`config.mk`:
```
export PLATFORM = sky130hd
export DESIGN_NAME = track_sequencer_flat
export DESIGN_NICKNAME = d
export VERILOG_FILES = /design/src/rtl/track_sequencer_if.sv /design/src/rtl/track_sequencer.sv /design/src/flat_wrapper.sv
export SDC_FILE = /design/constraint.sdc
export NUM_CORES = 1
export LEC_CHECK = 0
export ABC_CLOCK_PERIOD_IN_PS = 1850
export BUFFER_PORTS_ARGS = -buffer_cell sky130_fd_sc_hd__buf_2
export CAP_MARGIN = 20
export CORE_MARGIN = 8
export CORE_UTILIZATION = 50
export CTS_BUF_LIST = sky130_fd_sc_hd__clkbuf_2
export DETAILED_ROUTE_END_ITERATION = 8
export GPL_TIMING_DRIVEN = 0
export PLACE_DENSITY = 0.74
export SLEW_MARGIN = 20
export SYNTH_ARGS = -nofsm -noshare
export SYNTH_HDL_FRONTEND = slang
export SYNTH_SLANG_ARGS = --single-unit
```
`constraint.sdc`:
```
create_clock -name CLOCK_50 -period 1.85 [get_ports CLOCK_50]
set_input_delay 0 -clock CLOCK_50 [delete_from_list [all_inputs] [get_ports CLOCK_50]]
set_output_delay 0 -clock CLOCK_50 [all_outputs]
set_load 0.01 [all_outputs]
```
`src/rtl/track_sequencer_if.sv`:
```
// Command/status bundle between the game top level and the track sequencer.
// The host side drives start/stop/pause; the sequencer drives addressing, strobes and status.
interface track_sequencer_if #(
  parameter int ADDR_W = 7
);
  logic              start;
  logic              stop;
  logic              pause;
  logic [ADDR_W-1:0] ram_addr;
  logic              load_en;
  logic              shift_en;
  logic              tick;
  logic [1:0]        phase;
  logic              playing;
  logic              song_done;
  logic [15:0]       beat_count;

  modport master (
    output start, stop, pause,
    input  ram_addr, load_en, shift_en, tick, phase, playing, song_done, beat_count
  );

  modport slave (
    input  start, stop, pause,
    output ram_addr, load_en, shift_en, tick, phase, playing, song_done, beat_count
  );
endinterface

```
`src/rtl/track_sequencer.sv`:
```
// Game sequencer for the four-track note datapath: beat divider, pattern RAM address, shared load/shift strobes.
// Build option SONG_LOOP_EN: the song wraps back to pattern 0 forever instead of draining into DONE.
module track_sequencer #(
  parameter int TICK_DIV = 4,
  parameter int ADDR_W   = 7,
  parameter int SONG_LEN = 128,
  parameter int RAM_LAT  = 1
) (
  input  logic             CLOCK_50,
  input  logic             RESET_GAME,
  track_sequencer_if.slave bus
);

  localparam int DIV_W   = $clog2(TICK_DIV);
  localparam int PRIME_W = $clog2(RAM_LAT + 2);

  localparam logic [DIV_W-1:0]   DIV_LAST   = DIV_W'(TICK_DIV - 1);
  localparam logic [PRIME_W-1:0] PRIME_LAST = PRIME_W'(RAM_LAT);
  localparam logic [ADDR_W-1:0]  LAST_ADDR  = ADDR_W'(SONG_LEN - 1);
  localparam logic [ADDR_W-1:0]  PLAY_ADDR  = (SONG_LEN == 1) ? '0 : ADDR_W'(1);
  // Eight ticks push the last pattern out of both 4-bit shifters.
  localparam logic [2:0]         DRAIN_LAST = 3'd7;

  typedef enum logic [2:0] {
    S_IDLE,
    S_PRIME,
    S_PLAY,
    S_DRAIN,
    S_DONE
  } state_t;

  state_t             state,      state_d;
  logic [ADDR_W-1:0]  ram_addr,   ram_addr_d;
  logic [1:0]         phase,      phase_d;
  logic [15:0]        beat_count, beat_count_d;
  logic [DIV_W-1:0]   div_cnt,    div_cnt_d;
  logic [PRIME_W-1:0] prime_cnt,  prime_cnt_d;
  logic [2:0]         drain_cnt,  drain_cnt_d;

  logic load_en;
  logic shift_en;
  logic tick;

  // NOTE: reset is synchronous and sampled inside the clocked block, so it
  // simply wins over every next-state value computed below.
  // NOTE: state registers use non-blocking assignments so every register
  // samples the pre-edge values of the others.
  always_ff @(posedge CLOCK_50) begin
    if (RESET_GAME) begin
      state      <= S_IDLE;
      ram_addr   <= '0;
      phase      <= '0;
      beat_count <= '0;
      div_cnt    <= '0;
      prime_cnt  <= '0;
      drain_cnt  <= '0;
    end else begin
      state      <= state_d;
      ram_addr   <= ram_addr_d;
      phase      <= phase_d;
      beat_count <= beat_count_d;
      div_cnt    <= div_cnt_d;
      prime_cnt  <= prime_cnt_d;
      drain_cnt  <= drain_cnt_d;
    end
  end

  // NOTE: every variable gets a hold/idle default first, so no path through
  // the case statement can leave one unassigned and infer a latch.
  always_comb begin
    state_d      = state;
    ram_addr_d   = ram_addr;
    phase_d      = phase;
    beat_count_d = beat_count;
    div_cnt_d    = div_cnt;
    prime_cnt_d  = prime_cnt;
    drain_cnt_d  = drain_cnt;
    load_en      = 1'b0;
    shift_en     = 1'b0;
    tick         = 1'b0;

    if (bus.stop) begin
      state_d      = S_IDLE;
      ram_addr_d   = '0;
      phase_d      = '0;
      beat_count_d = '0;
      div_cnt_d    = '0;
      prime_cnt_d  = '0;
      drain_cnt_d  = '0;
    end else begin
      unique case (state)
        S_IDLE, S_DONE: begin
          if (bus.start) begin
            state_d      = S_PRIME;
            ram_addr_d   = '0;
            phase_d      = '0;
            beat_count_d = '0;
            div_cnt_d    = '0;
            prime_cnt_d  = '0;
            drain_cnt_d  = '0;
          end
        end

        // Address 0 is held until the RAM output is valid, then loaded once.
        S_PRIME: begin
          if (prime_cnt == PRIME_LAST) begin
            load_en     = 1'b1;
            prime_cnt_d = '0;
            div_cnt_d   = '0;
            drain_cnt_d = '0;
            ram_addr_d  = PLAY_ADDR;
`ifdef SONG_LOOP_EN
            state_d     = S_PLAY;
`else
            state_d     = (SONG_LEN == 1) ? S_DRAIN : S_PLAY;
`endif
          end else begin
            prime_cnt_d = prime_cnt + PRIME_W'(1);
          end
        end

        S_PLAY, S_DRAIN: begin
          if (!bus.pause) begin
            if (div_cnt == DIV_LAST) begin
              tick         = 1'b1;
              shift_en     = 1'b1;
              div_cnt_d    = '0;
              beat_count_d = beat_count + 16'd1;
              phase_d      = phase + 2'd1;

              // The next pattern is loaded as the current one shifts its last beat.
              if (state == S_PLAY && phase == 2'd3) begin
                load_en = 1'b1;
                if (ram_addr == LAST_ADDR) begin
`ifdef SONG_LOOP_EN
                  ram_addr_d  = '0;
`else
                  state_d     = S_DRAIN;
                  drain_cnt_d = '0;
`endif
                end else begin
                  ram_addr_d = ram_addr + ADDR_W'(1);
                end
              end

              if (state == S_DRAIN) begin
                if (drain_cnt == DRAIN_LAST) begin
                  state_d = S_DONE;
                end else begin
                  drain_cnt_d = drain_cnt + 3'd1;
                end
              end
            end else begin
              div_cnt_d = div_cnt + DIV_W'(1);
            end
          end
        end

        default: state_d = S_IDLE;
      endcase
    end
  end

  assign bus.ram_addr   = ram_addr;
  assign bus.load_en    = load_en;
  assign bus.shift_en   = shift_en;
  assign bus.tick       = tick;
  assign bus.phase      = phase;
  assign bus.beat_count = beat_count;
  assign bus.playing    = (state == S_PRIME) || (state == S_PLAY) || (state == S_DRAIN);
  assign bus.song_done  = (state == S_DONE);

endmodule
```
`src/flat_wrapper.sv`:
```
// flat-port wrapper written by rule: the top's interface ports become plain ports
module track_sequencer_flat 
#(
  parameter int TICK_DIV = 4,
  parameter int ADDR_W   = 7,
  parameter int SONG_LEN = 128,
  parameter int RAM_LAT  = 1
)
  (CLOCK_50, RESET_GAME, bus_start, bus_stop, bus_pause, bus_ram_addr, bus_load_en, bus_shift_en, bus_tick, bus_phase, bus_playing, bus_song_done, bus_beat_count);
  track_sequencer_if #(.ADDR_W(ADDR_W)) bus_i ();
  input  logic CLOCK_50;
  input  logic RESET_GAME;
  input wire logic [$bits(bus_i.start)-1:0] bus_start;
  input wire logic [$bits(bus_i.stop)-1:0] bus_stop;
  input wire logic [$bits(bus_i.pause)-1:0] bus_pause;
  output wire logic [$bits(bus_i.ram_addr)-1:0] bus_ram_addr;
  output wire logic [$bits(bus_i.load_en)-1:0] bus_load_en;
  output wire logic [$bits(bus_i.shift_en)-1:0] bus_shift_en;
  output wire logic [$bits(bus_i.tick)-1:0] bus_tick;
  output wire logic [$bits(bus_i.phase)-1:0] bus_phase;
  output wire logic [$bits(bus_i.playing)-1:0] bus_playing;
  output wire logic [$bits(bus_i.song_done)-1:0] bus_song_done;
  output wire logic [$bits(bus_i.beat_count)-1:0] bus_beat_count;
  assign bus_i.start = bus_start;
  assign bus_i.stop = bus_stop;
  assign bus_i.pause = bus_pause;
  assign bus_ram_addr = bus_i.ram_addr;
  assign bus_load_en = bus_i.load_en;
  assign bus_shift_en = bus_i.shift_en;
  assign bus_tick = bus_i.tick;
  assign bus_phase = bus_i.phase;
  assign bus_playing = bus_i.playing;
  assign bus_song_done = bus_i.song_done;
  assign bus_beat_count = bus_i.beat_count;
  track_sequencer #(.TICK_DIV(TICK_DIV), .ADDR_W(ADDR_W), .SONG_LEN(SONG_LEN), .RAM_LAT(RAM_LAT)) u_core (.CLOCK_50(CLOCK_50), .RESET_GAME(RESET_GAME), .bus(bus_i));
endmodule
```
==> qor.yml <==
floorplanning:
  die_h_um: 76.4
  pin_count: 35
  die_w_um: 76.4
  dieArea_sq_um: 5830
  core_area_sq_um: 3580
  initial_core_util_pct: 50.9
  core.rowCount: 22
hold_path:
  hold_path_end: "u_core.drain_cnt[1]$_SDFFE_PP0P_"
  hold_depth: 4
  worstHoldStart: "bus_stop"
  hold_class: "primary input to flip-flop"
grt:
  grt_pass1_wl_mm: 7.49
  grt_max_degree: 11
  grt.total_usage_pct: 15.2
  antenna_found_initial: 0
  overflow: 0
  grt_pass1_vias: 1648
layout:
  final_util_pct: 67.6
  antenna_cells: 0
  syn_to_final_growth_pct: 32.7
  final_area_sq_um: 2420
  drive_gt1_share_pct: 32.8
  nets: 300
synthesis:
  async_flop_share_pct: 0
  syn-cell-area_sq_um: 1820
  netlist-cell-type-count: 46
  synth-edff-count: 0
  yosys.area.top_type: "dfxtp_1"
  synth.top_cell.area_share_pct: 38.4
  synth_nets: 237
  syn_inst: 226
  ys.flop_type: "dfxtp_1"
  netlist_top_cells_count: "dfxtp_1 (35), nor2_1 (31), a21oi_1 (19), nand2_1 (18), xnor2_1 (11)"
  synth_area_leaders: "dfxtp_1 (38%), nor2_1 (6.4%), xnor2_1 (5.3%)"
  ys_warn_count: 0
  synth.most_common_cell: "dfxtp_1"
  seq_area_frac_synth_pct: 38.4
  syn_area_per_cell_sq_um: 8.07
  synth_seq_cells: 35
clock_network:
  worstSkewPairLatency_ps: 380
  cts_sinks: 35
  cts_tree: "built"
  clockBufferDepth: 2
  h-tree-depth: 2
  cts_root_buffer: "clkbuf_2"
  numCtsBuffers: 5
  path_clk_slew_ps: 170
timing:
  hold_viol: 0
  timing.fmax_mhz: 534
  slew_violations: 0
  fin_crit_ps: 1870
  worst_pin_slew_ps: 566
  clock_skew_ps: 17.8
  setup_viol: 1
  fin_crit_sh_pct: 101
  rsz0062_at_grt: "yes"
  setup-tns-final_ps: -23.0
  fin_ws_ps: -23.0
  slew_headroom_pct: 62.2
job:
  drv_cap: 0
setup_path:
  r2r_end: "u_core.bus.ram_addr[5]$_SDFFE_PP0P_"
  reg2regPathDepth: 6
  r2r_start: "u_core.div_cnt[0]$_SDFFE_PP0P_"
  critPathKind: "flip-flop to output port"
  reg2reg_slack_ps: 20
  cp.required_ps: 1850
  arrival_ps: 1870
  crit_fanout: 5
  startpoint_type: "flip-flop"
  cp-end-kind: "output port"
pwr:
  swShare_pct: 26.8
  clkPwrFrac_pct: 27.5
  p_per_area_nw_per_um2: 530
  leakage_nw: 0.962
  peakVddDrop_mv: 0.385
  sequentialPowerShare_pct: 59.7
  net-switching-power_w: 0.000343
  intPower_w: 0.000938
  power_frac_comb_pct: 12.8
outcome:
  violations: "setup timing"
  outcome: "complete, but fails checks"
detailed_routing:
  route.vias.total: 1840
  drcViolationCount: 0
  wl_per_cell_um: 14.0
  antenna_left: 0
  drt-initial-drc-count: 99
  viasPerCell: 5.44
  dr.pass1.iters: 5
  postRouteWirelength_mm: 4.74
place:
  io_buffers: 34
  gp_congestion: 0.842
  place_area_sq_um: 2060
  dp_hpwl_mm: 3.12
-- timing repair --
action / 4_1_cts / 5_1_grt
resized for setup: 16 / 24
gates cloned: 0 / 0
setup buffers: 2 / 17
endpoints found under the setup margin: 22 / 21
endpoints found under the hold margin: 5 / 0
hold buffers: 4 / 0
pin swaps: 1 / 16
-- sequential cells by signal (all words and copies together) (netlist names) --
name,cells
u_core.bus.beat_count,16
u_core.bus.phase,2
u_core.bus.ram_addr,7
u_core.div_cnt,2
u_core.drain_cnt,3
u_core.prime_cnt,2
u_core.state,3
-- area by class of cell --
type	instances	area [sq um]
multi-input combinational	175	1170
fill	312	1160
sequential	35	716
timing repair buffer	57	353
tap	48	60.1
buffer	7	46.3
clock buffer	7	35.0
inverter	8	30.0
clock inverter	1	5.00
-- stage by stage --
stage	total power (W)	instances	hold slack (ps)	setup WS, ps
2_1_floorplan	0.000867	226	52.9	0.532
3_3_place_gp	0.000900	308	315	-219
3_5_place_dp	0.000901	308	321	-270
4_1_cts	0.00126	321	34.1	-85.2
5_1_grt	0.00134	338	44.5	-80.2
6_report	0.00128	338	57.2	-23.0
-- worst max-delay path, cell delays in order, from the launching register on --
cell and delay, ps:
dfxtp_2 390, ha_4 160, and4bb_2 320, and2_4 200
nor2_4 40, nor4_4 230, buf_2 180
-- power by group through the flow --
stage	sequential, W	combinational, W	clock (W)
6_report	0.000766	0.000164	0.000352
5_1_grt	0.000767	0.000180	0.000392
4_1_cts	0.000767	0.000133	0.000362
3_5_place_dp	0.000783	0.000118	0
3_3_place_gp	0.000783	0.000117	0
2_1_floorplan	0.000783	0.0000846	0
-- kinds of logic after synthesis --
| kind of cell | Yosys count | share of synthesized area [%] |
|---|---|---|
| xor gates and xnor gates | 14 | 6.73 |
| and+or+nand+nor | 115 | 34.0 |
| AOI/OAI and AO/OA | 39 | 12.6 |
| buffers and inverters | 16 | 3.57 |
| DFF | 35 | 38.4 |
| adders and majority gates | 6 | 4.12 |
| muxes | 1 | 0.549 |
-- metal layers --
metal | global-route usage, % | vias up | wire [um]
met3 | 5.07 | 8 | 232
met5 | 0 | - | 0
li1 | - | 922 | -
met2 | 24.9 | 41 | 2410
met4 | 5.58 | 0 | 63
met1 | 18.1 | 869 | 2040
-- worst max path at each step --
| stage | start | slack [ps] | cells after the start | endpoint |
|---|---|---|---|---|
| 6_report | u_core.div_cnt[0]$_SDFFE_PP0P_ | -20 | 6 | bus_load_en |
| 3_5_place_dp | u_core.state[0]$_SDFFE_PP0P_ | -270 | 6 | u_core.bus.beat_count[3]$_SDFFE_PP0P_ |
| 5_1_grt | u_core.div_cnt[0]$_SDFFE_PP0P_ | -80 | 6 | bus_load_en |
| 3_3_place_gp | u_core.state[0]$_SDFFE_PP0P_ | -220 | 6 | u_core.bus.beat_count[8]$_SDFFE_PP0P_ |
| 4_1_cts | u_core.bus.phase[1]$_SDFFE_PP0P_ | -90 | 6 | u_core.bus.ram_addr[5]$_SDFFE_PP0P_ |
| 2_1_floorplan | u_core.div_cnt[0]$_SDFFE_PP0P_ | 0.5 | 6 | u_core.bus.ram_addr[5]$_SDFFE_PP0P_ |
-- cell usage in the layout (no fill, tap or decap), types with 3 or more instances in the layout --
cell | netlist | final
nand4_1 | 4 | 4
nor3_1 | 8 | 7
xnor2_1 | 11 | 11
nor2b_1 | 7 | 6
ha_4 | 0 | 3
dlygate4sd3_1 | 0 | 4
dfxtp_2 | 0 | 6
or3_1 | 5 | 5
nand3_1 | 8 | 8
dfxtp_1 | 35 | 27
nor2_1 | 31 | 30
o21ai_0 | 6 | 6
xor2_1 | 3 | 3
a21oi_1 | 19 | 19
and4_1 | 3 | 3
and3_1 | 4 | 4
buf_2 | 1 | 34
nor4_1 | 5 | 4
ha_1 | 6 | 3
clkbuf_2 | 0 | 8
inv_1 | 8 | 8
buf_4 | 1 | 20
nand2_1 | 18 | 18
No activity file was read; power rests on OpenSTA's default activity.
